--- config.mk ---
export PLATFORM = sky130hd
export DESIGN_NAME = fwd_wb_pipe
export DESIGN_NICKNAME = d
export VERILOG_FILES = /design/src/rtl/fwd_wb_pipe.sv
export SDC_FILE = /design/constraint.sdc
export NUM_CORES = 2
export LEC_CHECK = 0
export ABC_AREA = 1
export BUFFER_PORTS_ARGS = -buffer_cell sky130_fd_sc_hd__buf_2
export CORE_AREA = 3 3 474 476
export CTS_BUF_LIST = sky130_fd_sc_hd__clkbuf_4 sky130_fd_sc_hd__clkbuf_8
export DETAILED_ROUTE_END_ITERATION = 12
export DIE_AREA = 0 0 477 479
export SLEW_MARGIN = 5
export SYNTH_ARGS = -nofsm -noshare
export SYNTH_HDL_FRONTEND = slang
export SYNTH_SLANG_ARGS = --single-unit
export TNS_END_PERCENT = 5
--- constraint.sdc ---
create_clock -name clk -period 4.8 [get_ports clk]
set_input_delay 0.72 -clock clk [delete_from_list [all_inputs] [get_ports clk]]
set_output_delay 0.72 -clock clk [all_outputs]
set_load 0.05 [all_outputs]
--- src/rtl/fwd_wb_pipe.sv ---
// Result staging pipe between the execution units and the register-file write port.
// Units inject into fixed stages; staged results are forwarded to lookup ports youngest-first.
module fwd_wb_pipe #(
    parameter int DATA_W = 128,
    parameter int ADDR_W = 7,
    parameter int DEPTH = 7,
    parameter int NUM_UNITS = 5,
    parameter logic [4*NUM_UNITS-1:0] UNIT_STAGE = {4'd7, 4'd6, 4'd4, 4'd4, 4'd2},
    parameter int NUM_RD = 3
) (
    input  logic                        clk,
    input  logic                        reset,
    input  logic [NUM_UNITS-1:0]        unit_valid,
    input  logic [NUM_UNITS*ADDR_W-1:0] unit_addr,
    input  logic [NUM_UNITS*DATA_W-1:0] unit_data,
    input  logic [NUM_RD*ADDR_W-1:0]    lookup_addr,
    output logic [NUM_RD-1:0]           lookup_hit,
    output logic [NUM_RD*DATA_W-1:0]    lookup_data,
    output logic                        wb_valid,
    output logic [ADDR_W-1:0]           wb_addr,
    output logic [DATA_W-1:0]           wb_data,
    output logic                        collision,
    output logic [7:0]                  drop_cnt
);

    for (genvar u = 0; u < NUM_UNITS; u++) begin : g_chk
        if (UNIT_STAGE[4*u +: 4] < 1 || UNIT_STAGE[4*u +: 4] > DEPTH) begin : g_bad
            $error("fwd_wb_pipe: unit %0d injects into a stage outside 1..DEPTH", u);
        end
    end

    function automatic logic [7:0] sat_add(input logic [7:0] cnt, input logic [7:0] inc);
        logic [8:0] sum;
        sum = {1'b0, cnt} + {1'b0, inc};
        return sum[8] ? 8'hFF : sum[7:0];
    endfunction

    logic [DEPTH:1]    stg_valid;
    logic [ADDR_W-1:0] stg_addr [1:DEPTH];
    logic [DATA_W-1:0] stg_data [1:DEPTH];

    logic [DEPTH:1]    up_valid;
    logic [ADDR_W-1:0] up_addr [1:DEPTH];
    logic [DATA_W-1:0] up_data [1:DEPTH];

    logic [DEPTH:1]    nxt_valid;
    logic [ADDR_W-1:0] nxt_addr [1:DEPTH];
    logic [DATA_W-1:0] nxt_data [1:DEPTH];

    logic [7:0]        drops_now;
    logic              taken;

    // Stage 1 is fed by the permanently empty s[0].
    for (genvar k = 1; k <= DEPTH; k++) begin : g_up
        if (k == 1) begin : g_head
            assign up_valid[k] = 1'b0;
            assign up_addr[k]  = '0;
            assign up_data[k]  = '0;
        end else begin : g_body
            assign up_valid[k] = stg_valid[k-1];
            assign up_addr[k]  = stg_addr[k-1];
            assign up_data[k]  = stg_data[k-1];
        end
    end

    always_comb begin
        drops_now = '0;
        taken     = 1'b0;
        for (int k = 1; k <= DEPTH; k++) begin
            nxt_valid[k] = up_valid[k];
            nxt_addr[k]  = up_addr[k];
            nxt_data[k]  = up_data[k];
            taken        = 1'b0;
            // Lowest unit index claims the stage; later claimants and a displaced valid entry are lost.
            for (int u = 0; u < NUM_UNITS; u++) begin
                if (unit_valid[u] && (int'(UNIT_STAGE[4*u +: 4]) == k)) begin
                    if (!taken) begin
                        taken        = 1'b1;
                        nxt_valid[k] = 1'b1;
                        nxt_addr[k]  = unit_addr[u*ADDR_W +: ADDR_W];
                        nxt_data[k]  = unit_data[u*DATA_W +: DATA_W];
                        if (up_valid[k]) drops_now = drops_now + 8'd1;
                    end else begin
                        drops_now = drops_now + 8'd1;
                    end
                end
            end
        end
    end

    always_ff @(posedge clk) begin
        if (reset) begin
            stg_valid <= '0;
            for (int k = 1; k <= DEPTH; k++) begin
                stg_addr[k] <= '0;
                stg_data[k] <= '0;
            end
            collision <= 1'b0;
            drop_cnt  <= 8'd0;
        end else begin
            stg_valid <= nxt_valid;
            for (int k = 1; k <= DEPTH; k++) begin
                stg_addr[k] <= nxt_addr[k];
                stg_data[k] <= nxt_data[k];
            end
            if (drops_now != 8'd0) collision <= 1'b1;
            drop_cnt <= sat_add(drop_cnt, drops_now);
        end
    end

    // Scan oldest to youngest so the lowest matching stage is the last assignment.
    always_comb begin
        lookup_hit  = '0;
        lookup_data = '0;
        for (int r = 0; r < NUM_RD; r++) begin
            for (int k = DEPTH; k >= 1; k--) begin
                if (stg_valid[k] && (stg_addr[k] == lookup_addr[r*ADDR_W +: ADDR_W])) begin
                    lookup_hit[r]                  = 1'b1;
                    lookup_data[r*DATA_W +: DATA_W] = stg_data[k];
                end
            end
        end
    end

    assign wb_valid = stg_valid[DEPTH];
    assign wb_addr  = stg_addr[DEPTH];
    assign wb_data  = stg_data[DEPTH];

endmodule

[Yosys cells after proc, flatten, opt, wreduce, memory -nomap -nowiden]
Memory sizes are Yosys's and may differ from the RTL's.
Cells that the tools add are included.
Word-level totals
  input bits: 703
  word-level logic and storage cells: 158
  bits in registers: 16
  RAM bits: 945
  memories kept: 2
Cells by class
  bitwise logic cells: 14
  mux-type cells: 90
  eq/ne operators: 21
  add/sub/neg operators: 5
  reductions and logical operators: 22
Memories
  stg_data: words 7, width 128, rd ports 7, clocked after memory_dff 0, wr ports 7, line 40  | logic [DATA_W-1:0] stg_data [1:DEPTH];
  stg_addr: words 7, width 7, rd ports 7, clocked after memory_dff 0, wr ports 7, line 39  | logic [ADDR_W-1:0] stg_addr [1:DEPTH];
Operators by type and width (number)
  2-to-1 mux 128 bit: 34
  == test 7 bit: 21
  2-to-1 mux 7 bit: 13
  2-to-1 mux 8 bit: 11
  adder 8 x 1 -> 8 bit (second input constant): 4
  2-to-1 mux 1 bit: 32
  logical AND 1 bit: 21
  OR 1 bit: 14
  adder 8 x 8 -> 9 bit: 1
  nonzero test 8 bit: 1

[Logic depth before layout (Yosys ltp)]
  depth after elaboration: 17
  mapped depth: 22

[Worst setup path after synthesis]
Ideal clock, no wire load.
  kind: input to register
  from: in unit_valid[1]
  to: reg drop_cnt[7]
  cell stages on the path: 20
  arrival: 4.219 ns
  setup slack: 0.506 ns
  cell sequence: inv_1 > clkbuf_1 > buf_1 > ha_1 > mux2_2 > ha_1 > o21ai_0 > inv_1 > ha_1 > nand2_1 > o21ai_0 > inv_1 > fa_1 > o21ai_0 > nand2_1 > nand2_1 > nand2_1 > nor3_1 > nand2_1 > a31oi_1
Between the ends
  cells in the longest elaborated chain, start to end: 13
Ends and longest elaborated chain
  from (decl): line 13  | input logic [NUM_UNITS-1:0] unit_valid,
  2-to-1 mux 8 bit: line 76  | if (unit_valid[u] && (int'(UNIT_STAGE[4*u +: 4]) == k)) begin
  adder 8 x 1 -> 8 bit: line 82, 84
  2-to-1 mux 8 bit: line 82  | if (up_valid[k]) drops_now = drops_now + 8'd1;
  2-to-1 mux 8 bit: line 77  | if (!taken) begin
  2-to-1 mux 8 bit (*): line 76
  adder 8 x 1 -> 8 bit
  2-to-1 mux 8 bit: line 82
  2-to-1 mux 8 bit (*): line 76
  adder 8 x 1 -> 8 bit
  2-to-1 mux 8 bit: line 82
  2-to-1 mux 8 bit (*): line 76
  adder 8 x 8 -> 9 bit (*): line 34  | sum = {1'b0, cnt} + {1'b0, inc};
  2-to-1 mux 8 bit (*): line 35  | return sum[8] ? 8'hFF : sum[7:0];
  to (signal assigned): line 107  | drop_cnt <= sat_add(drop_cnt, drops_now);
  to (decl): line 23  | output logic [7:0] drop_cnt
Every way passes the cells marked *; elsewhere a longest branch is shown, timed or not.
A chain may end at the register's enable or synchronous reset.

==> results.md <==
* Comb pwr share at 0.154
* Internal power at 12800 uW
* Worst vdd ir at between 200 and 300 uV
* H-tree depth at 4
* Setup-failing EPs final at 0
* Number of global-route vias before repair at 59.9k
* Critical path data arrival time at around 4.0 ns
* Initial core utilization at 0.230
* CTS tree: done
* Remaining global-route overflow at 0
* Final period util at 0.984
* Initial antenna violation count at a little over 100
* WL/cell at about 27 um
* Sw frac at 0.322
* Share of cells above drive strength 1 at 0.187
* Register area share after synthesis at 0.325
* Detailed placement HPWL at around 250000 um
* Post-route ant nets at 0
* Clk slew on worst S/H paths at 0.06 ns
* Fin. Hold Viols at 0
* Total routed wirelength at 345000 um
* Place WS at 0.485 ns
* Vias at 65.6k
* TritonRoute pass-1 iters at 6
* Die ar. at 0.228 mm2
* Clock latency on the worst-skew pair at 0.94 ns
* Hold Crit Class: input port to flip-flop
* Psw at 6060 uW
* Worst path slowest cell: dfxtp_1
* Clk pwr share at 0.443
* Syn_nets at 9131
* Worst R2R End: drop_cnt[7]$_SDFF_PP0_
* Lkg Pwr at between 0.03 and 0.04 uW
* Number of synthesized flops with an enable pin at 0
* Fill cells at 24.9k
* Worst Setup SP: stg_addr[7][5]$_SDFF_PP0_
* First-pass GRT wire length at 467000 um
* Pin count of the biggest net entering global routing at between 100 and 150
* Setup ws final at 0.0763 ns
* Crit path kind: flip-flop to primary output
* Mapped cell area at 0.0509 mm2
* Io pins at roughly 1.2k
* Setup slack, reg-to-reg at ~0.63 ns
* GRT Total Usage at 0.284
* Post-route DRC at 0
* CP peak stage delay at 0.55 ns
* Min Clock Period, post-route at around 4.7 ns
* Crit. End Element: primary output
* CP Capture Point: lookup_data[172]
* Outcome: finished, final reports clean
* Area grow syn2layout at 31.9%
* Row count at between 150 and 200
* Register share of total power at 0.403
* Clock Sinks at 825
* Clock skew at 0.0674 ns
* Max Slew Vio Count at 0
* Max-cap violations at 0
* Die H at 479 um
* Final hold slack at slightly above 0.1 ns
* TritonCTS Buffers at 163
* Synth Flop Type: dfxtp_1
* Worst-path maximum fanout at 55
* Worst-Margin Slew at around 1.3 ns
* Max Freq at 212 MHz
* Syn Inst Count at 8419
* R2R Path Start: stg_valid[3]$_SDFF_PP0_
* Nets at 10.3k
* FF+latch count, synth at 825
* Critical Path RT at 4.08 ns
* Port-buffer cells at about 1.2k
* CTS root buf: clkbuf_8
* CP dominant cell by count: nand2_1
* Yosys warns at 0
* Avg Inst Size Synth at 6.04 um2
* Clock tree buffer depth at 3
* Die Width at about 480 um
* RSZ-0062 raised after global routing: yes
* Initial drt markers at 8967
* Cell Chain, Critical Path: inv_1 > nand2_1 > nand3_1 > nor2_1 > nand2_4 > buf_4 > o21ai_0 > nand3_1 > nand2_1 > nand2_1 > nand2_1 > buf_2
* Max_slew headroom at 0.133
* Startpoint types: flip-flop
* Seq. cell area at 0.0165 mm2
* R2R depth at 18
* Netlist cell types at 45
* Multi-input logic area at ~0.027 mm2
* Vias per Instance at 5.14
* Core area at 0.221 mm2
* PD cells at approximately 280 mW/mm2
* GPL Wtd Cong at 0.986
* Async S/R FF share, synth at 0
state kept, by name (all words and copies together), names as in the netlist:
name       flops
stg_valid      6
stg_addr      42
drop_cnt       8
collision      1
stg_data     768
synthesized netlist by cell type (13+ instances only):
| library cell | instances | area [um2] |
|---|---|---|
| inv_1 | 895 | 3360 |
| xor2_1 | 27 | 236 |
| buf_4 | 155 | 1160 |
| inv_2 | 21 | 78.8 |
| nand3_1 | 382 | 1910 |
| clkbuf_1 | 398 | 1490 |
| o21ai_1 | 27 | 135 |
| a21oi_1 | 1104 | 5530 |
| xnor2_1 | 23 | 201 |
| mux2i_1 | 135 | 1350 |
| nand4_1 | 13 | 81.3 |
| buf_1 | 49 | 184 |
| nor2_1 | 1479 | 5550 |
| dfxtp_1 | 825 | 16500 |
| buf_2 | 153 | 766 |
| o21ai_0 | 852 | 4260 |
| o211ai_1 | 149 | 1120 |
| nand2_1 | 1619 | 6080 |
| a31oi_1 | 26 | 163 |
metrics by stage:
stage | utilization | cell area [um2] | instances | total power [uW] | setup TNS, ns
floorplan | - | 50900 | 8419 | 9110 | 0
global placement | 0.270 | 59800 | 12061 | 10300 | 0
detailed placement | 0.270 | 59800 | 12061 | 10300 | 0
CTS | 0.302 | 66800 | 12691 | 18900 | 0
global route | 0.303 | 67000 | 12734 | 19400 | -0.0482
finish | 0.303 | 67100 | 12766 | 18800 | 0
power by group through the flow:
stage / Combinational [uW] / Clock (uW) / Sequential (uW)
2_1_floorplan: 1520 / 0 / 7590
3_3_place_gp: 2600 / 0 / 7710
3_5_place_dp: 2590 / 0 / 7710
4_1_cts: 2850 / 8430 / 7570
5_1_grt: 3080 / 8730 / 7610
6_report: 2900 / 8340 / 7590
worst min path at each step:
stage | start | endpoint | slack (ns) | cells past startpoint
2_1_floorplan | stg_data[1][126]$_SDFF_PP0_ | stg_data[1][254]$_SDFF_PP0_ | 0.42 | 2
3_3_place_gp | stg_data[1][22]$_SDFF_PP0_ | stg_data[1][150]$_SDFF_PP0_ | 0.45 | 2
3_5_place_dp | stg_data[1][28]$_SDFF_PP0_ | stg_data[1][156]$_SDFF_PP0_ | 0.46 | 2
4_1_cts | unit_data[195] | stg_data[1][67]$_SDFF_PP0_ | 0.0005 | 3
5_1_grt | unit_data[315] | stg_data[1][59]$_SDFF_PP0_ | 0.02 | 3
6_report | unit_data[610] | stg_data[1][482]$_SDFF_PP0_ | 0.10 | 3
placed cells by master, fill, tap and decap left out, types with 15 or more instances in the layout:
| cell | n |
|---|---|
| xnor2_1 | 23 |
| o21ai_0 | 852 |
| buf_2 | 1223 |
| clkinv_2 | 15 |
| mux2i_1 | 135 |
| a21oi_1 | 1102 |
| o21ai_1 | 27 |
| buf_4 | 130 |
| buf_12 | 72 |
| inv_1 | 889 |
| nand2_1 | 1609 |
| nor2_1 | 1474 |
| diode_2 | 69 |
| dfxtp_1 | 821 |
| nand3_1 | 381 |
| a31oi_1 | 25 |
| clkbuf_8 | 204 |
| dlygate4sd3_1 | 333 |
| o211ai_1 | 149 |
| xor2_1 | 27 |
| clkbuf_4 | 57 |
critical path, delay by kind of cell, from the launching register on:
kind / cells / cell delay, ns
buffers and inverters: 3 / 0.85
flip-flops: 1 / 0.55
AND/OR/NAND/NOR: 8 / 1.05
AO/OA/AOI/OAI: 1 / 0.35
metal layers:
layer  track usage  share of wire  up-vias
met5             0        0.00092        -
met3        0.0892           0.12     1055
li1              -              -    29278
met4         0.196          0.077       44
met2         0.422           0.42     4883
met1         0.349           0.38    30363
logic make-up after synthesis:
| group | after synthesis | synth area share |
|---|---|---|
| simple gates | 3538 | 0.274 |
| xor+xnor | 50 | 0.00861 |
| mux | 136 | 0.0268 |
| flops | 825 | 0.325 |
| buf+inv | 1681 | 0.140 |
| compound gates | 2180 | 0.224 |
| fa+ha+maj | 9 | 0.00236 |
layout make-up:
cell class,instances,area share
multi-input combinational,5914,0.409
inverter,919,0.0526
tap,2975,0.0555
antenna,69,0.00257
sequential,825,0.246
clock inverter,38,0.00675
clock buffer,259,0.0480
timing repair buffer,1767,0.179
repair_timing:
item                                   4_1_cts  5_1_grt
resized for setup                            3       19
endpoints found under the hold margin      317        0
setup endpoints to repair                   23      104
hold buffers                               333        0
pin swaps                                    1        2
cloned                                       0        2
buffers inserted                             0        4
Note: power is estimated with default switching activity, not from simulation.
